## config.mk

```make
export PLATFORM = sky130hd
export DESIGN_NAME = fft_loader
export DESIGN_NICKNAME = d
export VERILOG_FILES = /design/src/rtl/fft_loader.sv
export SDC_FILE = /design/constraint.sdc
export NUM_CORES = 1
export LEC_CHECK = 0
export CORE_MARGIN = 10
export CORE_UTILIZATION = 32
export DETAILED_ROUTE_END_ITERATION = 7
export PLACE_DENSITY = 0.72
export SKIP_LAST_GASP = 1
export SLEW_MARGIN = 15
export SYNTH_ARGS = -nofsm -noshare
export SYNTH_HDL_FRONTEND = slang
export SYNTH_SLANG_ARGS = --single-unit
export TNS_END_PERCENT = 5
```

## constraint.sdc

```tcl
create_clock -name clk -period 1.55 [get_ports clk]
set_input_delay 0.2325 -clock clk [delete_from_list [all_inputs] [get_ports clk]]
set_output_delay 0.2325 -clock clk [all_outputs]
set_load 0.01 [all_outputs]
```

## src/rtl/fft_loader.sv

```systemverilog
// fft_loader: writer side of the FFT working memory.
// Takes a valid/ready stream of real ADC samples and sign-extends each one
// into a {re, im} word. It writes that word to the bit-reversed address of
// the sample index. After a full frame it pulses fft_start, then stalls
// input until the FFT reports done.
//
// state | meaning
// LOAD  | accepting samples, one RAM write per accept
// START | last write on the bus; fft_start pulses next cycle
// WAIT  | frame handed to the FFT, input stalled until fft_done
module fft_loader #(
  parameter int width = 16,
  parameter int nlog2 = 11
) (
  input  logic                 clk,
  input  logic                 reset,
  input  logic [width-6:0]     sample_in,
  input  logic                 sample_valid,
  output logic                 sample_ready,
  output logic                 we,
  output logic [nlog2-1:0]     adr,
  output logic [2*width-1:0]   wd,
  output logic                 fft_start,
  input  logic                 fft_done,
  output logic [15:0]          drop_cnt
);

  typedef enum logic [1:0] {LOAD, START, WAIT} state_t;

  state_t               state_q, state_d;
  logic [nlog2-1:0]     count_q, count_d;
  logic                 ready_q, ready_d;
  logic                 we_q, we_d;
  logic [nlog2-1:0]     adr_q, adr_d;
  logic [2*width-1:0]   wd_q, wd_d;
  logic                 fft_start_q, fft_start_d;
  logic [15:0]          drop_q, drop_d;

  logic                 accept;
  logic                 last_idx;
  logic [nlog2-1:0]     count_rev;

  assign accept   = sample_valid & ready_q;
  assign last_idx = &count_q;

  // Bit-reverse the sample index to get the RAM address
  always_comb begin
    count_rev = '0;
    for (int i = 0; i < nlog2; i++) begin
      count_rev[i] = count_q[nlog2-1-i];
    end
  end

  // Next-state and registered-output logic for the frame FSM
  always_comb begin
    state_d     = state_q;
    count_d     = count_q;
    ready_d     = ready_q;
    we_d        = 1'b0;
    adr_d       = adr_q;
    wd_d        = wd_q;
    fft_start_d = 1'b0;
    unique case (state_q)
      LOAD: begin
        ready_d = 1'b1;
        if (accept) begin
          we_d    = 1'b1;
          adr_d   = count_rev;
          // re half carries the sign-extended sample, im half is zero
          wd_d    = {{5{sample_in[width-6]}}, sample_in, {width{1'b0}}};
          count_d = count_q + nlog2'(1);
          if (last_idx) begin
            ready_d = 1'b0;
            state_d = START;
          end
        end
      end
      START: begin
        ready_d     = 1'b0;
        fft_start_d = 1'b1;
        state_d     = WAIT;
      end
      WAIT: begin
        ready_d = 1'b0;
        if (fft_done) begin
          ready_d = 1'b1;
          state_d = LOAD;
        end
      end
      default: begin
        ready_d = 1'b0;
        state_d = LOAD;
      end
    endcase
  end

  // Saturating count of samples offered while stalled
  always_comb begin
    drop_d = drop_q;
    if (sample_valid && !ready_q && (drop_q != 16'hFFFF)) begin
      drop_d = drop_q + 16'd1;
    end
  end

  // State and output registers with synchronous reset
  always_ff @(posedge clk) begin
    if (reset) begin
      state_q     <= LOAD;
      count_q     <= '0;
      ready_q     <= 1'b0;
      we_q        <= 1'b0;
      adr_q       <= '0;
      wd_q        <= '0;
      fft_start_q <= 1'b0;
      drop_q      <= '0;
    end else begin
      state_q     <= state_d;
      count_q     <= count_d;
      ready_q     <= ready_d;
      we_q        <= we_d;
      adr_q       <= adr_d;
      wd_q        <= wd_d;
      fft_start_q <= fft_start_d;
      drop_q      <= drop_d;
    end
  end

  assign sample_ready = ready_q;
  assign we           = we_q;
  assign adr          = adr_q;
  assign wd           = wd_q;
  assign fft_start    = fft_start_q;
  assign drop_cnt     = drop_q;

endmodule

```

## Word level (Yosys, flattened, before mapping)

Index checks and enable logic that the tools add are counted.
W data, S select, Z words.

| cells by class | value |
|---|---|
| $add $sub $neg | 2 |
| equal/unequal tests | 6 |
| muxes and demuxes | 10 |
| bitwise operators | 2 |
| reductions and logical operators | 8 |

Operator list:

| operator | count |
|---|---|
| $add A16 B1 Y16 const B | 1 |
| $ne A16 B16 Y1 const B | 1 |
| $add A11 B1 Y11 const B | 1 |
| $reduce_and A11 Y1 | 1 |
| $mux W2 | 3 |
| $ne A2 B2 Y1 const B | 3 |
| $pmux W2 S3 | 1 |
| $mux W1 | 5 |
| $reduce_and A3 Y1 | 1 |
| $eq A2 B1 Y1 const B | 1 |
| $eq A2 B2 Y1 const B | 1 |
| $logic_and A1 B1 Y1 | 2 |
| $logic_not A2 Y1 | 1 |
| $pmux W1 S2 | 1 |
| $reduce_and A2 Y1 | 1 |
| $reduce_or A2 Y1 | 1 |
| $and A1 B1 Y1 | 1 |
| $logic_not A1 Y1 | 1 |
| $not A1 Y1 | 1 |

| word-level totals | value |
|---|---|
| register bits | 54 |
| input bits | 15 |
| output and inout bits | 62 |
| word-level logic and storage cells | 36 |

## Logic depth before layout (Yosys ltp)

Gate-level depths: netlist (run 1).

| logic depth | value |
|---|---|
| depth in word-level cells | 4 |
| gate-level depth with buffers | 5 |
| gate-level depth less buffers | 5 |

## Worst setup path before layout (run 1)

No wires, ideal clock.

| timing path | value |
|---|---|
| path type | register to register |
| start | reg drop_q[3], in the netlist drop_cnt[3] |
| end | reg drop_q[11], in the netlist drop_cnt[11] |
| library setup time | 0.070 ns |
| data arrival time | 1.475 ns |
| data required time | 1.480 ns |
| path slack | 0.005 ns |
| cell stages (with the launch flop) | 6 |
| path through | dfxtp_1 -> and4_1 -> buf_2 -> nand2_4 -> or4_1 -> a21oi_1 |

| on the way | value |
|---|---|
| longest elaborated chain between the ends | 2 |
| elaborated cells between the ends (all ways) | 3 |
| classes of those cells | add/sub (1); eq/ne (1); reduce/logical (1) |

RTL lines:

| what | line | RTL |
|---|---|---|
| start, declared | 37 | `logic [15:0] drop_q, drop_d;` |
| start signal, assigned | 124 | `drop_q <= drop_d;` |
| parallel branches: the longest is 2 deep, another holds $add A16 B1 Y16 | - |  |

Several ways; the timed one is not identified.
A chain may end at the register's enable or synchronous reset.

## Final worst setup path (run 1)

| timing path | value |
|---|---|
| start | reg drop_q[14], in the netlist drop_cnt[14] |
| end | out drop_cnt[14] |

RTL lines:

| what | line | RTL |
|---|---|---|
| end, declared | 25 | `output logic [15:0] drop_cnt` |

No word-level cell between the ends.

==> key figures, run 1 <==
Final layout
  • Nets: 401
  • Final core utilization: 47.0%
  • Fillers: about 740
  • Area grow syn2layout: 40.8%
  • Share of cells above drive strength 1: 16.6%
  • Antenna Cells: 0

Worst setup path
  • CP max stage cell: clkdlybuf4s50_1
  • Crit path launch type: flop
  • CP Data Required Time: 1.32 ns
  • WP data arrival: 1.38 ns
  • Kind of cell adding the most delay to the critical path: buffers and inverters
  • Critical Path Max Stage Delay: 0.53 ns
  • Worst-path cell chain: buf_4, clkdlybuf4s50_1
  • Worst setup EP type: output port
  • CP Class: flop to output port
  • Buf/Inv on CP: 2
  • Crit path max fanout: 3

Timing
  • Final Critical Period: between 1.5 and 2 ns
  • Clock skew: 0.00600 ns
  • Fin Hold WS: 0.277 ns
  • Fmax: 0.621 GHz
  • Final worst-path setup slack: -0.0597 ns
  • Endpoints failing setup: 13
  • Max Slew Vio Count: 0
  • Setup tns final: -0.267 ns
  • Final hold violation count: 0
  • Fin crit share: 104%
  • RSZ-0062 raised after global routing: true

Global routing
  • Largest net degree at the start of global routing: 23
  • Gr ovfl total: 0
  • First-pass GRT wire length: 10.7 mm
  • Vias in the first global route: 2,270
  • Antenna violations before repair: 0
  • GRT Overall Usage: between 10% and 20%

Place
  • Dpl hpwl: 5.05 mm
  • IO buf count: 60
  • Dpl ws: -0.320 ns
  • Placer's final routability congestion estimate: between 0.8 and 0.9

Yosys
  • Synth cell types: 43
  • Yosys reg bits: 54
  • FFs w/ async S/R, synth: 0%
  • Yosys Warn Count: 0
  • Post-synth EDFFs: 0
  • Ranking of synthesized cells by area: dfxtp_1 44%, nand2_1 8.7%, a21oi_1 6.7%, buf_4 6.4%, nor2_1 3.1%
  • Cells after Synth: 299
  • Syn_area_per_cell: 8.22 sq um
  • Seq/Total Area, Yosys: 44.0%
  • Post-Synthesis Cell Area: 0.00246 sq mm
  • Post-synth top area share: 44.0%
  • Cell with the most instances after synthesis: nand2_1
  • Cell taking the most area after synthesis: dfxtp_1
  • Synth top cells by count: 57 x nand2_1, 54 x dfxtp_1, 33 x a21oi_1
  • Top FF cell, synth: dfxtp_1

Clock network
  • Hold_buf cts: 0
  • CTS tree: done
  • CTS Buf Count: 5
  • H-tree depth: 2
  • CTS max path bufs: 2
  • Root Buffer: clkbuf_8
  • Worst-path clk slew: 0.10 ns
  • Clock Sink Count: 54
  • Clock latency at the later pin of the worst-skew pair: around 0.3 ns

Detailed routing
  • DR iter-0 viols: 106
  • Final wirelength: between 6 and 7 mm
  • Antenna violation net count after detailed routing: 0
  • DRC: 0
  • DRT Pass-1 Iters: 4
  • DR vias: 2,339
  • DR vias/cell: 4.83
  • Routed WL per cell: between 10 and 15 microns

Power and ir drop
  • Pleak: 1.27 nW
  • Power Density: 738 mW/mm^2
  • Power Total: between 2 and 3 mW
  • Peak VDD IR: 0.346 mV

Floorplan
  • Chip width: 108 microns
  • Initial Utilization: 33.4%
  • FP Rows: 31
  • CORE AREA: 0.00737 sq mm
  • Die height: roughly 110 microns
  • IO Count: 77
  • Die ar.: 0.0116 sq mm

Run
  • MaxCap Viol Count: 0

Status
  • Violated checks: negative setup slack
  • Status: finished with violations

Worst hold path
  • HP Class: input pin to flop
registers in the layout (all words and copies together) (netlist names):
| register | count |
|---|---|
| state_q | 2 |
| count_q | 11 |
| we | 1 |
| drop_cnt | 16 |
| wd | 11 |
| adr | 11 |
| fft_start | 1 |
| sample_ready | 1 |
report_power, final:
group / leakage, nW / internal (mW) / switching (mW)
logic: 0.776 / 0.112 / 0.117
registers: 0.440 / 1.41 / 0.0177
clock network: 0.0575 / 0.452 / 0.448
total: 1.27 / 1.97 / 0.582
layer usage:
metal	vias up	wire [microns]	global-route usage, %
li1	1170	-	-
met2	64	3190	17.9
met4	0	24	2.48
met5	-	0	0
met1	1102	2800	12.8
met3	3	683	5.09
kinds of logic (layout without fill, tap and decap cells):
| logic type | Yosys count | count (layout) | share of synthesized area [%] |
|---|---|---|---|
| simple gates | 141 | 141 | 29.8 |
| flops | 54 | 54 | 44.0 |
| compound gates | 51 | 51 | 11.2 |
| buf+inv | 38 | 109 | 9.47 |
| xor+xnor | 10 | 10 | 3.56 |
| fa+ha+maj | 2 | 2 | 1.02 |
| mux | 2 | 2 | 0.814 |
| other cells | 1 | 16 | 0.153 |
through the flow:
| step | cell area [sq um] | instances |
|---|---|---|
| floorplan | 2510 | 314 |
| global route | 3460 | 484 |
| detailed placement | 3290 | 474 |
| finish | 3460 | 484 |
| global placement | 3290 | 474 |
| CTS | 3400 | 482 |
layout by cell type (no fill, tap or decap), types with 2 or more instances in the layout:
master,count
a211oi_1,3
a21oi_1,33
and2_1,2
and4_1,4
buf_4,39
clkbuf_8,8
clkdlybuf4s50_1,57
conb_1,16
dfxtp_1,48
dfxtp_2,5
inv_1,2
mux2i_1,2
nand2_1,57
nand2b_1,2
nand3_1,9
nand4_1,10
nor2_1,20
nor2b_1,2
nor3_1,10
nor4_1,3
o21ai_0,9
o31ai_1,2
or3_1,7
or4_1,2
xnor2_1,3
xor2_1,7
repair_timing:
item,CTS,global route
gates resized for setup,3,13
cloned,0,0
pin swaps,0,4
endpoints found under the setup margin,25,46
buffers inserted,0,2
layout make-up:
| cell class | count | area [sq um] | share of cell area, % |
|---|---|---|---|
| Sequential cell | 54 | 1090 | 31.5 |
| Tap cell | 99 | 124 | 3.58 |
| Clock buffer | 8 | 110 | 3.18 |
| Timing Repair Buffer | 99 | 890 | 25.7 |
| Inverter | 2 | 7.51 | 0.217 |
| Multi-Input combinational cell | 222 | 1240 | 35.8 |
path summary, 6_finish.rpt:
kind,from,end,slack (ns),cells past startpoint
max,drop_cnt[14],drop_cnt[14],-0.06,2
max reg2reg,drop_cnt[9],drop_cnt[11],0.01,4
min reg2reg,wd[20],wd[20],0.46,2
min,reset,drop_cnt[10],0.28,2
Power figures use the tool's default switching activity.
==> inputs of run 2 (changes only) <==
- GPL_ROUTABILITY_DRIVEN: unset -> 0
==> results of run 2 <==
Final layout, timing and power as in run 1 (identical DEF).
==> inputs of run 3 (changes only) <==
- GPL_TIMING_DRIVEN: unset -> 0
==> key figures, run 3 (synthesized netlist as in run 1, its figures left out) <==
Status
  • Status: finished with violations
  • Violated checks: negative setup slack

Clock network
  • CTS tree: done
  • Root Buffer: clkbuf_8
  • H-tree depth: 2 (unchanged)
  • CTS Buf Count: 5 (unchanged)
  • CTS max path bufs: 2 (unchanged)
  • Hold_buf cts: 0 (unchanged)
  • Clock Sink Count: 54 (unchanged)
  • Worst-path clk slew: 0.09 ns (about the same)
  • Clock latency at the later pin of the worst-skew pair: 0.30 ns (about the same)

Global routing
  • Antenna violations before repair: 0 (unchanged)
  • Vias in the first global route: 2,149 (-5.3%)
  • First-pass GRT wire length: 10.6 mm (-0.71%)
  • Largest net degree at the start of global routing: 16 (-30%)
  • GRT Overall Usage: 11.0% (+0.036 points)
  • Gr ovfl total: 0 (unchanged)

Final layout
  • Finished Layout Cells: 485 (+0.21%)
  • Share of cells above drive strength 1: 17.9% (+1.3 points)
  • Most common cell after layout, fill and taps aside: clkdlybuf4s50_1
  • Antenna Cells: 0 (unchanged)
  • Largest register FFs: 16 (unchanged)
  • Nets: 402 (+0.25%)
  • Most frequent cells in the layout: 58 x clkdlybuf4s50_1, 57 x nand2_1, 39 x dfxtp_1
  • Area grow syn2layout: 42.2%
  • Fillers: 743 (+0.68%)

Place
  • Dpl hpwl: 4.93 mm (-2.4%)
  • Dpl ws: -0.573 ns (-0.253 ns)
  • IO buf count: 59 (-1.7%)
  • Placed cells: 472 (-0.42%)

Power and ir drop
  • Power Density: 746 mW/mm^2 (+1.0%)
  • Peak VDD IR: 0.462 mV (+33%)
  • Power Total: 2.61 mW (+2.1%)
  • Pleak: 1.24 nW (-2.3%)

Floorplan
  • Die ar.: 0.0116 sq mm (unchanged)
  • FP Rows: 31 (unchanged)
  • IO Count: 77 (unchanged)
  • Chip width: 108 microns (unchanged)
  • Die height: 108 microns (unchanged)
  • CORE AREA: 0.00737 sq mm (unchanged)
  • Initial Utilization: 33.4% (unchanged)

Worst hold path
  • HP Class: input pin to flop

Timing
  • Fmax: 0.634 GHz (+2.0%)
  • Slew @ Worst Pin: approximately 0.56 ns
  • RSZ-0062 raised after global routing: true
  • Fin crit share: 102% (-2.1 points)
  • Final hold violation count: 0 (unchanged)
  • Final worst-path setup slack: -0.0276 ns (+0.0321 ns)
  • Final Critical Period: 1.58 ns (-0.0321 ns)
  • Clock skew: 0.00605 ns (+0.0000509 ns)
  • Endpoints failing setup: 7 (-6)
  • Max Slew Vio Count: 0 (unchanged)
  • Max-slew headroom: between 60% and 70%

Worst setup path
  • Worst setup EP type: output port
  • R2r worst-path depth: 5 (+1)
  • Worst r2r src: sample_ready
  • CP Data Required Time: 1.32 ns (about the same)
  • CP Class: flop to output port
  • Setup crit end: wd[27]
  • WP data arrival: 1.35 ns (-0.03 ns)
  • Crit path launch type: flop
  • Critical path origin: wd[26]
  • Crit path max fanout: 7 (+4)
  • Critical R2R Capture: drop_cnt[15]
  • R2R Setup Slk: -0.01 ns (-0.02 ns)

Detailed routing
  • Final wirelength: 6.77 mm (+1.2%)
  • DR iter-0 viols: 108 (+1.9%)
  • DRT Pass-1 Iters: 4 (unchanged)
  • DR vias/cell: 4.73 (-2.2%)
  • Routed WL per cell: 14.0 microns (+0.96%)
  • Antenna violation net count after detailed routing: 0 (unchanged)
  • DR vias: 2,293 (-2.0%)
  • DRC: 0 (unchanged)

Run
  • MaxCap Viol Count: 0 (unchanged)
-- run 3: cell count changes in the layout (fill, tap and decap cells not counted), sizes merged --
cell	delta
bufinv	+1
clkdlybuf4s50	+1
dlymetal6s2s	-1
buf	-9
clkbuf	+9
-- run 3: final cells by class --
type / count / area (sq um) / area share [%]
Multi-Input combinational cell: 222 / 1280 / 36.5
Clock inverter: 1 / 30.0 / 0.859
Sequential cell: 54 / 1110 / 31.9
Inverter: 2 / 7.51 / 0.215
Timing Repair Buffer: 65 / 634 / 18.1
Buffer: 35 / 233 / 6.66
Tap cell: 99 / 124 / 3.54
Clock buffer: 7 / 76.3 / 2.18
-- run 3: what timing repair did --
item                                    4_1_cts  5_1_grt
pin swaps                                     1        9
setup buffers                                 2        5
endpoints found under the hold margin         0        0
endpoints found under the setup margin       53       53
resized for setup                            13       31
gates cloned                                  0        0
-- run 3: worst min path at each step --
stage / startpoint / to / slack, ns / depth (start not counted)
finish: reset / state_q[1] / 0.31 / 2
global route: reset / state_q[1] / 0.34 / 2
CTS: reset / state_q[1] / 0.31 / 2
detailed placement: wd[17] / wd[17] / 0.45 / 2
global placement: wd[20] / wd[20] / 0.44 / 2
floorplan: sample_in[0] / wd[16] / 0.37 / 2
-- run 3: through the flow --
| step | utilization (%) | setup TNS [ns] | hold slack [ns] | instance area, sq um |
|---|---|---|---|---|
| 2_1_floorplan | - | 0 | 0.368 | 2510 |
| 5_1_grt | 47.4 | -1.44 | 0.339 | 3500 |
| 3_5_place_dp | 43.8 | -18.92 | 0.448 | 3230 |
| 4_1_cts | 45.8 | -0.867 | 0.314 | 3380 |
| 6_report | 47.4 | -0.144 | 0.311 | 3500 |
| 3_3_place_gp | 43.8 | -17.02 | 0.442 | 3230 |
-- run 3: routing by layer --
layer | wire length (microns) | part of all wire [%] | up-vias | GRT usage [%]
met3 | 692 | 10 | 4 | 5.57
met1 | 2730 | 40 | 1058 | 12.3
li1 | - | - | 1167 | -
met5 | 0 | 0 | - | 0
met2 | 3310 | 49 | 64 | 18.1
met4 | 36 | 0.53 | 0 | 2.58
-- run 3: where the power goes --
part	leakage, nW	switching, mW	internal [mW]
Combinational	0.746	0.126	0.135
Sequential	0.446	0.0196	1.40
Clock	0.0524	0.441	0.484
Total	1.24	0.586	2.02
-- run 3: critical path: stages, from the launching register on --
cell and delay, ns:
dfxtp_2 0.40, buf_4 0.12, clkdlybuf4s50_1 0.53
